## src/rtl/wls_pkg.sv

```systemverilog
// wls_pkg: shared types and constants for the weight load scheduler.
package wls_pkg;
    typedef enum logic [1:0] {IDLE, WAIT_SWAP, STREAM, FINISH} drain_state_t;
    localparam int BEAT_W        = 64;
    localparam int ROW_W         = 128;
    localparam int BEATS_PER_ROW = ROW_W / BEAT_W;
endpackage

```

## src/rtl/wls_fill_tracker.sv

```systemverilog
// wls_fill_tracker: counts accepted beats into rows and flags a full fill bank.
module wls_fill_tracker
    import wls_pkg::*;
#(
    parameter int ROWS = 16
) (
    input  logic clk,
    input  logic rst_n,
    input  logic clear,
    input  logic beat,
    input  logic swap,
    output logic fill_full
);
    localparam int BW = $clog2(BEATS_PER_ROW);
    localparam int RW = $clog2(ROWS);
    logic [BW-1:0] beat_cnt;
    logic [RW-1:0] row_cnt;
    logic beat_last, row_last;
    assign beat_last = beat_cnt == BW'(BEATS_PER_ROW - 1);
    assign row_last  = row_cnt == RW'(ROWS - 1);
    always_ff @(posedge clk or negedge rst_n) begin
        if (!rst_n) begin
            beat_cnt  <= '0;
            row_cnt   <= '0;
            fill_full <= 1'b0;
        end else if (clear) begin
            beat_cnt  <= '0;
            row_cnt   <= '0;
            fill_full <= 1'b0;
        end else begin
            if (swap)
                fill_full <= 1'b0;
            if (beat) begin
                beat_cnt <= beat_last ? '0 : beat_cnt + BW'(1);
                if (beat_last) begin
                    row_cnt <= row_last ? '0 : row_cnt + RW'(1);
                    if (row_last)
                        fill_full <= 1'b1;
                end
            end
        end
    end
endmodule

```

## src/rtl/weight_load_scheduler.sv

```systemverilog
// weight_load_scheduler: ping-pong fill/drain scheduling of weight tiles into the PE array.
// Optional drain stall counter enabled by defining WLS_STALL_CNT_EN.
module weight_load_scheduler
    import wls_pkg::*;
#(
    parameter int ROWS       = 16,
    parameter int TILE_CNT_W = 16
) (
    input  logic                  clk,
    input  logic                  rst_n,
    input  logic                  i_start,
    input  logic [TILE_CNT_W-1:0] i_num_tiles,
    input  logic                  i_beat,
    input  logic                  i_array_ready,
    output logic                  o_fill_allow,
    output logic                  o_bank_swap,
    output logic                  o_weight_load_en,
    output logic                  o_busy,
    output logic                  o_done,
    output logic [31:0]           o_stall_cycles
);
    localparam int RW = $clog2(ROWS);
    drain_state_t state, state_nx;
    logic [TILE_CNT_W-1:0] num_tiles, tiles_filled, tiles_drained;
    logic [RW-1:0] row_cnt;
    logic drain_empty, fill_full, swap_q;
    logic start_ok, swap_set, row_last;
    assign start_ok         = i_start && state == IDLE;
    assign swap_set         = fill_full && drain_empty && state == WAIT_SWAP;
    assign o_busy           = state != IDLE;
    assign o_done           = state == FINISH;
    assign o_bank_swap      = swap_q;
    assign o_weight_load_en = state == STREAM && i_array_ready;
    assign row_last         = o_weight_load_en && row_cnt == RW'(ROWS - 1);
    assign o_fill_allow     = o_busy && !fill_full && tiles_filled < num_tiles;
    wls_fill_tracker #(.ROWS(ROWS)) u_fill (
        .clk       (clk),
        .rst_n     (rst_n),
        .clear     (start_ok),
        .beat      (i_beat && o_fill_allow),
        .swap      (swap_set),
        .fill_full (fill_full)
    );
    always_comb begin
        state_nx = state;
        case (state)
            IDLE:      if (start_ok) state_nx = i_num_tiles == '0 ? FINISH : WAIT_SWAP;
            WAIT_SWAP: if (swap_q) state_nx = STREAM;
            STREAM:    if (row_last) state_nx = tiles_drained == num_tiles - TILE_CNT_W'(1) ? FINISH : WAIT_SWAP;
            FINISH:    state_nx = IDLE;
            default:   state_nx = IDLE;
        endcase
    end
    always_ff @(posedge clk or negedge rst_n) begin
        if (!rst_n) begin
            state         <= IDLE;
            swap_q        <= 1'b0;
            num_tiles     <= '0;
            tiles_filled  <= '0;
            tiles_drained <= '0;
            drain_empty   <= 1'b1;
            row_cnt       <= '0;
        end else begin
            state  <= state_nx;
            swap_q <= swap_set;
            if (start_ok) begin
                num_tiles     <= i_num_tiles;
                tiles_filled  <= '0;
                tiles_drained <= '0;
                drain_empty   <= 1'b1;
                row_cnt       <= '0;
            end else begin
                // swap and drain completion live in different states, never the same edge
                if (swap_set) begin
                    drain_empty  <= 1'b0;
                    tiles_filled <= tiles_filled + TILE_CNT_W'(1);
                end
                if (o_weight_load_en)
                    row_cnt <= row_last ? '0 : row_cnt + RW'(1);
                if (row_last) begin
                    drain_empty   <= 1'b1;
                    tiles_drained <= tiles_drained + TILE_CNT_W'(1);
                end
            end
        end
    end
`ifdef WLS_STALL_CNT_EN
    logic [31:0] stall_cnt;
    always_ff @(posedge clk or negedge rst_n) begin
        if (!rst_n)
            stall_cnt <= '0;
        else if (start_ok)
            stall_cnt <= '0;
        else if (state == STREAM && !i_array_ready && stall_cnt != '1)
            stall_cnt <= stall_cnt + 32'd1;
    end
    assign o_stall_cycles = stall_cnt;
`else
    assign o_stall_cycles = '0;
`endif
endmodule

```

## config.mk

```make
export PLATFORM = sky130hd
export DESIGN_NAME = weight_load_scheduler
export DESIGN_NICKNAME = d
export VERILOG_FILES = /design/src/rtl/wls_pkg.sv /design/src/rtl/wls_fill_tracker.sv /design/src/rtl/weight_load_scheduler.sv
export SDC_FILE = /design/constraint.sdc
export NUM_CORES = 1
export LEC_CHECK = 0
export CORE_MARGIN = 5
export CORE_UTILIZATION = 50
export CTS_CLUSTER_DIAMETER = 150
export DETAILED_ROUTE_END_ITERATION = 16
export GPL_TIMING_DRIVEN = 0
export PLACE_DENSITY = 0.77
export SETUP_SLACK_MARGIN = 0.05
export SLEW_MARGIN = 25
export SYNTH_ARGS = -nofsm -noshare
export SYNTH_HDL_FRONTEND = slang
export SYNTH_HIERARCHICAL = 1
export SYNTH_SLANG_ARGS = --single-unit
```

## constraint.sdc

```tcl
create_clock -name clk -period 2.65 [get_ports clk]
set_input_delay 0.53 -clock clk [delete_from_list [all_inputs] [get_ports clk]]
set_output_delay 0.53 -clock clk [all_outputs]
set_load 0.03 [all_outputs]
```

==> results.cfg <==
[logic_synthesis]
synth_ff_type = dfrtp_1
syn_avg_cell_area_um2 = 8.987
synth_cell_types = 49
synth.most_common_cell = dfrtp_1
ys_top_cells_by_count = 61 x dfrtp_1, 41 x nor2_1, 36 x nand2_1
synth_top_area_cell = dfrtp_1
ys.warnings.count = 6
yosysSeqAreaShare = 0.3953
synth-async-reset-ratio = 1.000
yosys-top-cells-area = dfrtp_1 39%, ha_1 6.4%, xnor2_1 6.2%
synth-seq-cells = 62
synth_top_area_frac = 0.3887
synthesis.area_mm2 = 0.003928
syn_inst = 437
synth_edf_count = 0

[run_status]
outcome = finished, violations left
failed_checks = setup timing

[global_route]
grt_pass1_vias = 3281
grt_max_degree = 35
antenna_found_initial = 0
grt_usage = 0.1973
grt_first_pass_wirelength_um = 15300
grt_overflow_total = 0

[sta]
hold_viol = 0
final.setup.tns_ns = -0.07396
max_slew_margin = 0.6165
whs_ns = 0.1058
fin_ws_ns = -0.07396
rsz0062_at_grt = yes
fmax_ghz = 0.3671
min_period_ns = 2.724
worst_pin_slew_ns = 0.5752
fin_worst_skew_ns = 0.007003
setup_viol = 1
final.period_utilization = 1.028
slew_violations = 0

[power]
p_switching_w = 0.001801
combPwrFrac = 0.477
peakVddDrop_mv = 0.8827
seq_power_share = 0.355
power_density_mw_per_mm2 = 890.8
sw_frac_of_total = 0.4126
internal_power_w = 0.002564
p_leak_nw = 2.245
clockPowerShare = 0.168

[clock_network]
clock_latency_ns = 0.35
cts_buffers = 9
root_buffer = clkbuf_8
clk_pin_slew_ns = 0.07
h-tree-depth = 3
cts_tree = built
clock_path_buffers = 2
cts_sinks = 62

[layout]
area_growth_pct = 24.78
drive_gt1_frac = 0.2086
antennaDiodeCount = 0
final_core_utilization = 0.6375
nets = 573
fin_area_mm2 = 0.004901

[setup_path]
slowest_delay_ns = 0.37
setup.worst_path.start_class = register
reg2reg_depth = 12
crit_chain = inv_2 -> ha_1 -> nand4_1 -> nor2_2 -> a2111oi_2 -> o211ai_1 -> nor2_1 -> buf_4
worstPathMaxFanout = 4
setup.worst_path.end_class = output port
crit_cells = 8
worstPathRequired_ns = 2.12
crit_family = compound AO/OA/AOI/OAI gates
cpMaxStageDelayCell = dfrtp_1
path_buf_inv = 2
worst-setup-path-type = reg2out
arrival_ns = 2.19

[floorplanning]
core_mm2 = 0.007687
die_area_mm2 = 0.009728
initial_utilization = 0.5109
fp.dieW_um = 98.63
io_pins = 58
core.rowCount = 32
die_h_um = 98.63

[route]
finalWirelength_um = 9604
via_count = 3386
met3_length_um = 469
wl_met1_um = 4055
met2_length_um = 4798
first_iter_violations = 141
routed_via_density = 5.299
drc = 0
dr.pass1.iters = 5
final_antenna_net_count = 0
highest_layer = met4
wire_per_inst_um = 15.03

[placed_design]
placed_area_mm2 = 0.004444
hpwl_um = 6845
gp_congestion = 0.9011
port_buffers = 25
place_ws_ns = -0.4050

[run]
cap_violations = 0

[worst_hold_path]
hold_class = in2async
## sequential cells by signal (all words and copies together) (netlist names)
name / cells
tiles_drained: 16
o_bank_swap: 1
drain_empty: 1
row_cnt: 4
state: 2
u_fill/row_cnt: 4
tiles_filled: 16
num_tiles: 16
u_fill/beat_cnt: 1
u_fill/fill_full: 1
## path summary, 6_finish.rpt
kind,from,to,slack (ns)
worst max-delay path,num_tiles[9]$_DFFE_PN0P_,o_fill_allow,-0.07
worst min register to register,row_cnt[3]$_DFFE_PN0P_,row_cnt[3]$_DFFE_PN0P_,0.54
min in group clk,row_cnt[3]$_DFFE_PN0P_,row_cnt[3]$_DFFE_PN0P_,0.54
max in group asynchronous,rst_n,tiles_drained[13]$_DFFE_PN0P_,2.03
worst min-delay path,rst_n,tiles_filled[10]$_DFFE_PN0P_,0.11
worst max register to register,num_tiles[9]$_DFFE_PN0P_,u_fill/row_cnt[0]$_DFFE_PN0P_,0.01
## layout make-up
class / count / area, um^2
plain buffers: 45 / 306.5
clock buffers: 14 / 152.6
clock inverters: 2 / 10.01
fillers: 636 / 2786
inverters: 22 / 82.58
multi-input cells: 339 / 2200
flip-flops and latches: 62 / 1555
well taps: 102 / 127.6
repair buffers: 53 / 466.7
## what timing repair did
item,in CTS,in global routing
hold buffers,0,0
pin swaps,2,13
setup buffers,12,15
setup endpoints to repair,5,17
resized for setup,12,21
## power by group through the flow
| stage | logic [W] | registers (W) | clock network (W) |
|---|---|---|---|
| 2_1_floorplan | 0.00120 | 0.00149 | 0 |
| 3_3_place_gp | 0.00151 | 0.00156 | 0 |
| 3_5_place_dp | 0.00159 | 0.00158 | 0 |
| 4_1_cts | 0.00178 | 0.00152 | 0.000746 |
| 5_1_grt | 0.00231 | 0.00159 | 0.000792 |
| 6_report | 0.00208 | 0.00155 | 0.000733 |
## routing by layer
metal,GRT usage,up-vias
li1,-,1639
met1,0.2403,1617
met2,0.3271,105
met3,0.05379,25
met4,0.08824,0
met5,0,-
## cells in the final DEF (no fill, tap or decap), drive strengths merged, types with 4 or more instances in the layout
| cell | instances |
|---|---|
| and3 | 4 |
| clkbuf | 24 |
| nand4 | 17 |
| xor2 | 20 |
| o21ai | 32 |
| ha | 20 |
| clkdlybuf4s50 | 22 |
| nor4 | 6 |
| conb | 32 |
| xnor2 | 28 |
| a21oi | 21 |
| or3 | 10 |
| nor3 | 13 |
| inv | 22 |
| a21o | 4 |
| or4 | 4 |
| buf | 65 |
| nand2 | 36 |
| nor2 | 42 |
| nand3 | 16 |
| dfrtp | 61 |
## per-stage QoR
stage | cells | total power, W
floorplan | 468 | 0.002694
CTS | 624 | 0.004048
global route | 639 | 0.004693
global placement | 595 | 0.003067
finish | 639 | 0.004366
detailed placement | 596 | 0.003169
## kinds of logic (layout without fill, tap and decap cells)
| kind of cell | Yosys count | count (layout) | synth area share |
|---|---|---|---|
| compound gates | 73 | 73 | 0.1086 |
| other cells | 1 | 32 | 0.0009548 |
| xor+xnor | 48 | 48 | 0.1070 |
| simple gates | 163 | 163 | 0.2179 |
| mux | 3 | 3 | 0.007964 |
| fa+ha+maj | 20 | 20 | 0.06371 |
| buf+inv | 67 | 136 | 0.09844 |
| flops | 62 | 62 | 0.3953 |
Note: power is estimated with default switching activity, not from simulation.
==> RTL edit 1, RTL diff (same flow settings) <==
`ROWS` is set to 16 in 2 places; all go to 32.
--- a/src/rtl/wls_fill_tracker.sv
+++ b/src/rtl/wls_fill_tracker.sv
@@ -3,5 +3,5 @@
     import wls_pkg::*;
 #(
-    parameter int ROWS = 16
+    parameter int ROWS = 32
 ) (
     input  logic clk,
--- a/src/rtl/weight_load_scheduler.sv
+++ b/src/rtl/weight_load_scheduler.sv
@@ -4,5 +4,5 @@
     import wls_pkg::*;
 #(
-    parameter int ROWS       = 16,
+    parameter int ROWS       = 32,
     parameter int TILE_CNT_W = 16
 ) (
Check against the original RTL: no difference found for any inputs over 10 cycles, from zero or initial values and one cycle with rst_n low; that may be too few to reach the edited logic, so the function may still have changed.
==> RTL edit 1 against the unedited design <==
Sequential cell count grew 2; synthesized area is 4.4% higher; power is 4.8% lower; register-to-register slack hardly changed; largest cell class unchanged; final area increased by 5.7%; the run still ends with setup timing left; routed wire length rose by 16%; via count increased by 12%; clock skew about the same; worst setup slack worse by 0.0053 ns; sequential power is 12% lower.
==> RTL edit 1: results (changes against the unedited design) <==
- Violated checks: setup timing
- FF-to-FF path depth: 9 (-3)
- Nets: 601 (+4.9%)
- Synth Area in Compound Gates: 0.118 (+0.00916)
- Leakage power: 2.43 nW (+8.1%)
- Largest net degree at the start of global routing: 36 (+2.9%)
- Synth unique cells: 57 (+16%)
- Vias in the first global route: 3858 (+18%)
- Setup Viol. Count Final: 1 (unchanged)
- Placed cell area: 0.00462 mm2 (+4.0%)
- Wirelength per Cell: 16.7 um (+11%)
- Top cells by count, synth: dfrtp_1, nor2_1, nand2_1, buf_4, xor2_1
- Metal2 WL: 5640 um (+18%)
- Pwr Total: 4.16 mW (-4.8%)
- Worst R2R End: u_fill/row_cnt[2]
- Worst setup margin: -0.0792 ns (-0.00527 ns)
- DR iter-0 viols: 204 (+45%)
- R2R Path Start: num_tiles[2]
- Worst Path Max Fanout: 7 (+3)
- Placed cell count: 625 (+4.9%)
- Layout cells sized above 1: 0.199 (-0.00963)
- Area share of fa/ha/maj cells after synthesis: 0.0671 (+0.00342)
- Met3 wire length: 880 um (+88%)
- Mux contribution to synthesized area: 0.00244 (-0.00552)
- Synth Instances: 463 (+5.9%)
- Status: finished with violations
- Met3 Track Usage GR: 0.0381 (-0.0157)
[RTL edit 1: cell count changes after synthesis, moves of 3 or more]
cell,delta
xnor2_1,-11
xor2_1,+10
nor2_1,+9
clkbuf_1,+7
nand3_1,+5
o21ai_0,-4
a211oi_1,+3
a31oi_1,+3
and4_1,+3
nand2_1,-3
or3_1,-3
or4_1,-3
[RTL edit 1: logic make-up after synthesis]
family / after synthesis
compound gates: 79
xor+xnor: 47
fa+ha+maj: 22
buf+inv: 72
flops: 64
mux: 1
other cells: 1
simple gates: 177
[RTL edit 1: critical path: stages, from the launching register on]
cell	delay, ns
dfrtp_1	0.47
inv_1	0.13
ha_1	0.29
a21boi_0	0.20
o2111ai_1	0.21
a31oi_2	0.30
nor2_1	0.07
buf_4	0.18
[RTL edit 1: cell type report]
class | count | area [um2] | share of cell area
multi-input cells | 358 | 2320 | 0.447
flip-flops and latches | 64 | 1610 | 0.311
repair buffers | 54 | 474 | 0.0916
plain buffers | 48 | 308 | 0.0594
clock buffers | 10 | 138 | 0.0266
well taps | 105 | 131 | 0.0254
clock inverters | 6 | 115 | 0.0222
inverters | 23 | 86.3 | 0.0167
[RTL edit 1: stage by stage]
| stage | utilization | setup slack, ns | TNS [ns] |
|---|---|---|---|
| after floorplan | - | 0.0624 | 0 |
| after global placement | 0.569 | -1.01 | -65.09 |
| after detailed placement | 0.571 | -0.388 | -1.52 |
| after CTS | 0.625 | -0.0240 | -0.0240 |
| after global routing | 0.640 | -0.175 | -0.360 |
| final | 0.640 | -0.0792 | -0.0792 |
[RTL edit 1: what timing repair did]
item,CTS,global route
gates cloned,0,0
gates resized for setup,24,10
setup endpoints to repair,10,15
buffers inserted,18,10
hold endpoints to repair,0,0
pin swaps,11,11
==> RTL edit 2, RTL diff (config.mk and constraints unchanged) <==
Without the edit above. The 4 states of `drain_state_t` get a one-hot encoding in 4 bits.
--- a/src/rtl/wls_pkg.sv
+++ b/src/rtl/wls_pkg.sv
@@ -1,5 +1,5 @@
 // wls_pkg: shared types and constants for the weight load scheduler.
 package wls_pkg;
-    typedef enum logic [1:0] {IDLE, WAIT_SWAP, STREAM, FINISH} drain_state_t;
+    typedef enum logic [3:0] {IDLE = 4'b0001, WAIT_SWAP = 4'b0010, STREAM = 4'b0100, FINISH = 4'b1000} drain_state_t;
     localparam int BEAT_W        = 64;
     localparam int ROW_W         = 128;
Formal check against the unedited RTL: no difference found for any inputs over 10 cycles, from zero or initial values and one cycle with rst_n low; not proved beyond that.
==> RTL edit 2 against the unedited design <==
Cell count shrank 1.3%; sequential cell count increased by 2; final area rose by 1.6%; routed wire length shrank 5.9%; worst setup slack better by 0.17 ns; count of clock-buffer cells in the layout fell by 5; synthesized area is 3.5% higher; clock power up 26%; power down 16%; largest power group unchanged.
==> RTL edit 2: results (changes against the unedited design) <==
- Synth area leaders: dfrtp_1, ha_1, buf_4
- Worst R2R End: state[1]
- Synth unique cells: 54 (+10%)
- Layout cells sized above 1: 0.191 (-0.0176)
- Placed wire-length estimate: 6690 um (-2.3%)
- DR iter-0 viols: 162 (+15%)
- Post-CTS setup buffer count: 2 (-10)
- Syn Area/Cell: 9.11 um2 (+1.4%)
- Status: finished clean
- R2R Path Start: num_tiles[1]
- Slew at the pin closest to its max-slew limit: 0.762 ns (+0.186 ns)
- Placed cell area: 0.00458 mm2 (+3.0%)
- CP peak stage delay: 0.42 ns (+0.05 ns)
- Worst Path Max Fanout: 3 (-1)
- Final core occ: 0.638 (about the same)
- Nets: 565 (-1.4%)
- Pre-antenna DRT Iters: 4 (-1)
- Worst hold margin: 0.0840 ns (-0.0218 ns)
- Peak supply drop: 0.362 mV (-59%)
- Int Power: 2.29 mW (-11%)
- CP arrival: 2.03 ns (-0.16 ns)
- R2R setup slack: 0.12 ns (+0.11 ns)
- Seq/Total Area, Yosys: 0.395 (-0.000644)
- Total length of routed wires: 9040 um (-5.9%)
- Post-place setup slack: -0.155 ns (+0.250 ns)
- All-Layer GR Usage: 0.184 (-0.0129)
- Top cells by count, synth: dfrtp_1, nand2_1, nor2_1, buf_4, o21ai_0
- Share of total power in sequential cells: 0.362 (+0.007)
- Wirelength per Cell: 14.3 um (-4.7%)
- Leakage power: 2.32 nW (+3.2%)
- Combinational power: 1.42 mW (-32%)
- Fraction of power consumed by combinational cells: 0.386 (-0.091)
- Skew final: 0.0112 ns (+0.00418 ns)
- First-pass GRT wire length: 14800 um (-3.6%)
- Fill count: 653 (+2.7%)
- Clk root buf: clkbuf_8
-- RTL edit 2: cell count changes in the layout (fill, tap and decap cells not counted), moves of 5 or more --
cell / change
inv_1: +6
inv_2: -6
buf_4: -17
xor2_1: +6
xnor2_1: -6
nand2_1: +5
-- RTL edit 2: logic make-up (layout without fill, tap and decap cells) --
kind of cell | after synthesis | after routing | share of synthesized area
AO/OA/AOI/OAI | 70 | 70 | 0.0998
XOR/XNOR | 48 | 48 | 0.103
adder cells (fa/ha/maj) | 20 | 20 | 0.0616
buffers and inverters | 71 | 123 | 0.0988
flip-flops | 64 | 64 | 0.395
multiplexers | 3 | 3 | 0.00739
other | 1 | 32 | 0.000923
AND/OR/NAND/NOR | 169 | 169 | 0.233
-- RTL edit 2: final cells by class --
class,instances,share of cell area
inverter,23,0.0173
buffer,48,0.0638
sequential,64,0.323
tap,102,0.0256
clock buffer,9,0.0249
multi-input combinational,342,0.457
timing repair buffer,36,0.0689
clock inverter,7,0.0194
-- RTL edit 2: how the worst max path moves through the flow --
stage                  startpoint           endpoint  slack (ns)  cells after the start
floorplan            num_tiles[5]  u_fill/row_cnt[3]        0.10                     10
global placement            rst_n  u_fill/row_cnt[1]       -1.05                      1
detailed placement  i_array_ready  tiles_drained[15]       -0.16                      9
CTS                  num_tiles[1]       o_fill_allow        0.04                      8
global route         num_tiles[1]           state[1]       0.009                      9
finish               num_tiles[9]       o_fill_allow        0.09                      8
-- RTL edit 2: per-layer routing --
| layer | global-route usage | share of wire | up-vias |
|---|---|---|---|
| li1 | - | - | 1647 |
| met1 | 0.226 | 0.40 | 1597 |
| met2 | 0.319 | 0.52 | 87 |
| met3 | 0.0507 | 0.064 | 11 |
| met4 | 0.0518 | 0.013 | 0 |
| met5 | 0 | 0 | - |
